<file path="config.mk">
export PLATFORM = sky130hd
export DESIGN_NAME = fir_error_monitor
export DESIGN_NICKNAME = d
export VERILOG_FILES = /design/src/rtl/fir_mon_pkg.sv /design/src/rtl/fir_mon_err_stage.sv /design/src/rtl/fir_error_monitor.sv
export SDC_FILE = /design/constraint.sdc
export NUM_CORES = 2
export LEC_CHECK = 0
export CORE_MARGIN = 5
export CORE_UTILIZATION = 60
export DETAILED_ROUTE_END_ITERATION = 8
export HOLD_SLACK_MARGIN = 0.12
export PLACE_DENSITY = 0.84
export SETUP_SLACK_MARGIN = 0.1
export SYNTH_ARGS = -nofsm -noshare
export SYNTH_HDL_FRONTEND = slang
export SYNTH_SLANG_ARGS = --single-unit
</file>
<file path="constraint.sdc">
create_clock -name clk -period 22.2 [get_ports clk]
set_input_delay 5.55 -clock clk [delete_from_list [all_inputs] [get_ports clk]]
set_output_delay 5.55 -clock clk [all_outputs]
set_load 0.01 [all_outputs]
</file>
<file path="src/rtl/fir_mon_pkg.sv">
// fir_mon_pkg: shared states, default widths and saturating-add helpers for the FIR error monitor
package fir_mon_pkg;
  typedef enum logic [1:0] {IDLE, RUN, DRAIN, DONE} state_t;
  localparam int DATA_W_DEF = 32;
  localparam int CNT_W_DEF = 16;
  localparam int ACC_W_DEF = 64;
  localparam int SAT_W = 128;
  typedef logic signed [SAT_W:0] wide_t;
  // operands arrive extended to SAT_W; the extra bit keeps the exact sum
  function automatic wide_t wide_sum(input logic [SAT_W-1:0] a, b, input logic sgn);
    return $signed({sgn & a[SAT_W-1], a}) + $signed({sgn & b[SAT_W-1], b});
  endfunction
  function automatic wide_t lim_hi(input int w, input logic sgn);
    return (wide_t'(1) <<< (sgn ? w - 1 : w)) - wide_t'(1);
  endfunction
  function automatic wide_t lim_lo(input int w, input logic sgn);
    return sgn ? -(wide_t'(1) <<< (w - 1)) : '0;
  endfunction
  function automatic logic sat_ovf(input logic [SAT_W-1:0] a, b, input int w, input logic sgn);
    wide_t s;
    s = wide_sum(a, b, sgn);
    return s > lim_hi(w, sgn) || s < lim_lo(w, sgn);
  endfunction
  function automatic logic [SAT_W-1:0] sat_add(input logic [SAT_W-1:0] a, b, input int w, input logic sgn);
    wide_t s, hi, lo;
    s = wide_sum(a, b, sgn);
    hi = lim_hi(w, sgn);
    lo = lim_lo(w, sgn);
    return SAT_W'(s > hi ? hi : s < lo ? lo : s);
  endfunction
endpackage

</file>
<file path="src/rtl/fir_mon_err_stage.sv">
// fir_mon_err_stage: first pipeline stage, registers err, |err| and |accu| for each accepted pair
module fir_mon_err_stage import fir_mon_pkg::*; #(
  parameter int DATA_W = DATA_W_DEF
) (
  input  logic                     clk,
  input  logic                     rst_n,
  input  logic                     pair_valid,
  input  logic [DATA_W-1:0]        appr,
  input  logic [DATA_W-1:0]        accu,
  output logic                     valid,
  output logic signed [DATA_W:0]   err,
  output logic [DATA_W:0]          abs_err,
  output logic [DATA_W:0]          abs_accu
);
  logic signed [DATA_W:0] d, a;
  assign d = $signed({appr[DATA_W-1], appr}) - $signed({accu[DATA_W-1], accu});
  assign a = $signed({accu[DATA_W-1], accu});
  always_ff @(posedge clk or negedge rst_n)
    if (!rst_n) begin
      valid <= 1'b0;
      err <= '0;
      abs_err <= '0;
      abs_accu <= '0;
    end else begin
      valid <= pair_valid;
      if (pair_valid) begin
        err <= d;
        abs_err <= d[DATA_W] ? -d : d;
        abs_accu <= a[DATA_W] ? -a : a;
      end
    end
endmodule

</file>
<file path="src/rtl/fir_error_monitor.sv">
// fir_error_monitor: windowed error statistics between approximate and accurate FIR outputs
// Define FIR_ERR_MAX_EN to build the running max |err| tracker; otherwise max_abs_err is 0.
module fir_error_monitor import fir_mon_pkg::*; #(
  parameter int DATA_W = DATA_W_DEF,
  parameter int CNT_W  = CNT_W_DEF,
  parameter int ACC_W  = ACC_W_DEF
) (
  input  logic              clk,
  input  logic              rst_n,
  input  logic              start,
  input  logic [CNT_W-1:0]  num_samples,
  input  logic              in_valid,
  output logic              in_ready,
  input  logic [DATA_W-1:0] appr,
  input  logic [DATA_W-1:0] accu,
  output logic              busy,
  output logic              done,
  output logic [CNT_W-1:0]  count,
  output logic [ACC_W-1:0]  err_sum,
  output logic [ACC_W-1:0]  abs_res_sum,
  output logic [ACC_W-1:0]  sq_err_sum,
  output logic [DATA_W:0]   max_abs_err,
  output logic              sat
);
  state_t state, next;
  logic [CNT_W-1:0] n_lat;
  logic start_ok, accept, s1_valid, ovf;
  logic signed [DATA_W:0] s1_err;
  logic [DATA_W:0] s1_abs_err, s1_abs_accu;
  logic [2*DATA_W+1:0] sq;
  logic [ACC_W-1:0] es_nx, as_nx, ss_nx;
  assign start_ok = start && (state == IDLE || state == DONE);
  assign in_ready = state == RUN && count < n_lat;
  assign accept = in_valid && in_ready;
  // squaring |err| gives the same value as err^2 without a signed multiplier
  assign sq = (2*DATA_W+2)'(s1_abs_err) * (2*DATA_W+2)'(s1_abs_err);
  fir_mon_err_stage #(.DATA_W(DATA_W)) u_err (
    .clk(clk),
    .rst_n(rst_n),
    .pair_valid(accept),
    .appr(appr),
    .accu(accu),
    .valid(s1_valid),
    .err(s1_err),
    .abs_err(s1_abs_err),
    .abs_accu(s1_abs_accu)
  );
  always_comb
    next = start_ok ? (num_samples == '0 ? DONE : RUN)
         : (state == RUN && accept && count + CNT_W'(1) == n_lat) ? DRAIN
         : state == DRAIN ? DONE : state;
  always_comb begin
    es_nx = ACC_W'(sat_add(SAT_W'($signed(err_sum)), SAT_W'(s1_err), ACC_W, 1'b1));
    as_nx = ACC_W'(sat_add(SAT_W'(abs_res_sum), SAT_W'(s1_abs_accu), ACC_W, 1'b0));
    ss_nx = ACC_W'(sat_add(SAT_W'(sq_err_sum), SAT_W'(sq), ACC_W, 1'b0));
    ovf = sat_ovf(SAT_W'($signed(err_sum)), SAT_W'(s1_err), ACC_W, 1'b1)
        | sat_ovf(SAT_W'(abs_res_sum), SAT_W'(s1_abs_accu), ACC_W, 1'b0)
        | sat_ovf(SAT_W'(sq_err_sum), SAT_W'(sq), ACC_W, 1'b0);
  end
  always_ff @(posedge clk or negedge rst_n)
    if (!rst_n) begin
      state <= IDLE;
      busy <= 1'b0;
      done <= 1'b0;
      n_lat <= '0;
      count <= '0;
      err_sum <= '0;
      abs_res_sum <= '0;
      sq_err_sum <= '0;
      sat <= 1'b0;
    end else begin
      state <= next;
      busy <= next == RUN || next == DRAIN;
      done <= next == DONE;
      if (start_ok) begin
        n_lat <= num_samples;
        count <= '0;
        err_sum <= '0;
        abs_res_sum <= '0;
        sq_err_sum <= '0;
        sat <= 1'b0;
      end else begin
        if (accept) count <= count + CNT_W'(1);
        if (s1_valid) begin
          err_sum <= es_nx;
          abs_res_sum <= as_nx;
          sq_err_sum <= ss_nx;
          sat <= sat | ovf;
        end
      end
    end
`ifdef FIR_ERR_MAX_EN
  always_ff @(posedge clk or negedge rst_n)
    if (!rst_n) max_abs_err <= '0;
    else if (start_ok) max_abs_err <= '0;
    else if (s1_valid && s1_abs_err > max_abs_err) max_abs_err <= s1_abs_err;
`else
  assign max_abs_err = '0;
`endif
endmodule
</file>
==> implementation parameters <==
Parameter                              Value

CTS
  Clk sink count    328
  Count of buffers added by post-CTS timing repair for setup    0
  Count of cells resized by post-cts repair    0
  H-tree level count    2
  Hold-fix buffer count after cts    0
  Root cell of the clock tree    sky130_fd_sc_hd__clkbuf_16
  TritonCTS clock tree    yes
  Clock buffer count from CTS    between 40 and 50
  Clock insertion delay at the later pin of the skew report    0.64 ns
  Longest Clk Path Bufs    3
  Clock-pin transition on the worst setup and hold timing paths    0.06 ns

Worst setup path
  Master of the slowest instance on the critical path    sky130_fd_sc_hd__a21oi_1
  Critical path buffer and inverter count    11
  CP top delay family    adder cells
  Startpoint of the lowest-slack register-to-register path    u_err.abs_err[17]
  Arrival time at the worst endpoint    11.62 ns
  Required time at the worst-slack endpoint    22.62 ns
  CP Launch Point    u_err.abs_err[17]
  Reg-to-reg endpoint    sq_err_sum[36]
  Kind of end point of the critical path    flip-flop
  Peak per-stage delay on the critical path    0.70 ns
  Class of the most critical setup path    reg2reg
  Nature of the critical path startpoint    flip-flop
  Worst reg-to-reg setup slack    11.00 ns
  Reg2Reg Depth    31
  Critical path fanouts, max    44

Yosys
  Combinational family with the most area after synthesis    adder cells
  Number of enable-type register cells in the synthesized netlist    0
  Number of instances in the synthesized netlist    6,460
  Fraction of the mapped netlist area in compound gates    0.131
  Synthesized area divided by synthesized cell count    8.73 µm²
  Post-synthesis simple-gate area fraction    0.122
  Cell types with the largest area share after synthesis    sky130_fd_sc_hd__fa_1 (33%), sky130_fd_sc_hd__dfrtp_1 (15%), sky130_fd_sc_hd__inv_1 (9.7%)
  Number of distinct library cells after synthesis    94
  Synthesized-area fraction occupied by xor and xnor cells    0.0451
  Post-synth top area cell    sky130_fd_sc_hd__fa_1
  Synthesized-area fraction occupied by adder cells    0.433
  Synth Flop Type    sky130_fd_sc_hd__dfrtp_1
  Asr flop ratio synth    1.00
  Multiplexer area fraction after synthesis    0.00164
  Register bit count reported by yosys    328
  Fraction of post-synthesis cell area in the top cell type by area    0.331
  Synthesis Warnings    0
  Share of synthesized area occupied by flip-flops and latches    0.145
  Post-synthesis cell area    roughly 56,000 µm²

Floorplan
  Number of primary I/O pins    between 300 and 400
  Core Region    93,300 µm²
  Die span in x    between 300 and 400 µm
  Vertical die dimension    roughly 320 µm
  Initial Util    0.605
  Cell Rows    roughly 110
  Die footprint    100,000 µm²

STA
  Hold Violations, Final    0
  Portion of the clock cycle consumed by the worst path in the final layout    0.504
  Setup TNS    0 ns
  Highest attainable clock frequency    89.3 MHz
  Number of setup violations in the final report    0
  Final Max Tran Viols    0
  Final Skew    0.0625 ns
  Unrepaired setup endpoints after global routing    false
  Worst slew margin    0.190
  Time the final worst path needs with I/O delays and setup    11.20 ns
  Worst Max-Slew Pin Slew    1.20 ns

Job
  Number of maximum-capacitance violations    0

Global routing
  Wire length of the first global-routing pass    268 mm
  GRT Residual Overflow    0
  Overall global routing resource usage    0.341
  Antenna violations before repair    3
  Maximum number of pins on one net before global-route repair    approximately 110
  Number of global-route vias before repair    49,400

Placement
  Placer congestion estimate    just over 1
  Dpl cells    7,771
  Final HPWL from detailed placement    131 mm
  Count of input and output buffers    295

Layout
  Final standard cell count with taps included and fillers excluded    7,849
  Synthesis-to-layout area growth    9.17%
  Commonest cells after routing, fill and taps aside    sky130_fd_sc_hd__inv_1 (1,455), sky130_fd_sc_hd__fa_1 (932), sky130_fd_sc_hd__nand2_1 (663)
  Layout net count    approximately 8,000
  Most common cell after layout, fill and taps aside    sky130_fd_sc_hd__inv_1
  Fraction of layout cells with a size suffix above 1    0.0291
  Number of antenna cells inserted    0

Status
  Status    complete, no violations

Detailed routing
  Total Wirelength    168 mm
  Vias after detailed routing    46,300
  Detailed-route DRC error count    0
  Number of violations reported at the end of detailed-routing iteration 0    3,583
  Drt first pass iters    7
  Vias per cell    5.89
  Detailed-route wire length per cell    21.4 µm
  Post-DRT Antenna Nets    0

Worst hold path
  Hold Crit Depth    2
  Hold Path Class    reg2reg
  Start point of the worst min-delay path    u_err.abs_err[10]
  Hold-critical path endpoint    u_err.abs_err[10]
worst min-delay path, stage by stage, from the launching register on:
cell                      delay, ns
sky130_fd_sc_hd__dfrtp_1       0.34
sky130_fd_sc_hd__nand2_1       0.05
sky130_fd_sc_hd__o21ai_0       0.06
synthesized netlist by cell type, types with 21 or more instances:
cell                       instances
sky130_fd_sc_hd__dfrtp_1         328
sky130_fd_sc_hd__a221o_1          21
sky130_fd_sc_hd__a211oi_1         31
sky130_fd_sc_hd__fa_1            932
sky130_fd_sc_hd__o31ai_1          25
sky130_fd_sc_hd__clkbuf_1        265
sky130_fd_sc_hd__a21oi_1         320
sky130_fd_sc_hd__and2_1          212
sky130_fd_sc_hd__nand3_1          58
sky130_fd_sc_hd__nor2b_1          21
sky130_fd_sc_hd__o21a_1           27
sky130_fd_sc_hd__xor2_1          124
sky130_fd_sc_hd__maj3_1           42
sky130_fd_sc_hd__ha_1            426
sky130_fd_sc_hd__nand4_1          73
sky130_fd_sc_hd__buf_4            34
sky130_fd_sc_hd__o21ai_0         377
sky130_fd_sc_hd__nand2_1         664
sky130_fd_sc_hd__inv_1          1455
sky130_fd_sc_hd__a21o_1          115
sky130_fd_sc_hd__nor3_1           51
sky130_fd_sc_hd__nor2_1          208
sky130_fd_sc_hd__xnor2_1         165
sky130_fd_sc_hd__a31oi_1         101
sky130_fd_sc_hd__and3_1           47
sky130_fd_sc_hd__o21bai_1         29
final cells by class:
type	instances	area (µm²)
well taps	1254	1570
flip-flops and latches	328	8210
clock inverters	18	254
clock buffers	60	1220
repair buffers	350	3370
inverters	1459	5480
fillers	7534	31700
multi-input cells	4380	41500
logic make-up (layout without fill, tap and decap cells):
kind of cell,count (synthesis),after routing
adders and majority gates,1400,1400
DFF,328,328
muxes,9,9
and+or+nand+nor,1446,1446
other,1,33
xor gates and xnor gates,290,290
AOI/OAI and AO/OA,1202,1202
buffers and inverters,1784,1887
per-stage QoR:
stage / hold WS [ns] / setup slack (ns) / util / area, µm²
2_1_floorplan: 0.450 / 13.47 / - / 56500
3_3_place_gp: 0.461 / 11.44 / 0.644 / 60100
3_5_place_dp: 0.472 / 11.34 / 0.644 / 60100
4_1_cts: 0.486 / 11.27 / 0.660 / 61600
5_1_grt: 0.510 / 10.83 / 0.660 / 61600
6_report: 0.485 / 11.00 / 0.660 / 61600
worst max path at each step:
stage                             end  depth (start not counted)
CTS                    sq_err_sum[40]                         31
global placement                  sat                         31
floorplan           u_err.abs_err[32]                         15
detailed placement                sat                         31
finish                 sq_err_sum[36]                         31
global route           sq_err_sum[34]                         31
registers in the layout, indices dropped and copies added (netlist names):
signal,cells
abs_res_sum,64
err_sum,64
sq_err_sum,64
u_err.abs_accu,33
u_err.err,33
u_err.abs_err,32
count,16
n_lat,16
state,2
busy,1
done,1
sat,1
u_err.valid,1
per-layer routing:
| metal | GRT usage | part of all wire | routed length (µm) | up-vias |
|---|---|---|---|---|
| li1 | - | - | - | 20500 |
| met1 | 0.429 | 0.37 | 62100 | 22800 |
| met2 | 0.559 | 0.47 | 79000 | 2322 |
| met3 | 0.0809 | 0.097 | 16300 | 568 |
| met4 | 0.165 | 0.063 | 10500 | 6 |
| met5 | 0 | 0.00023 | 39 | - |
Power is left out: the tool's default activity adds up to more than one toggle a clock period on the data nets, which glitch-free logic cannot reach.
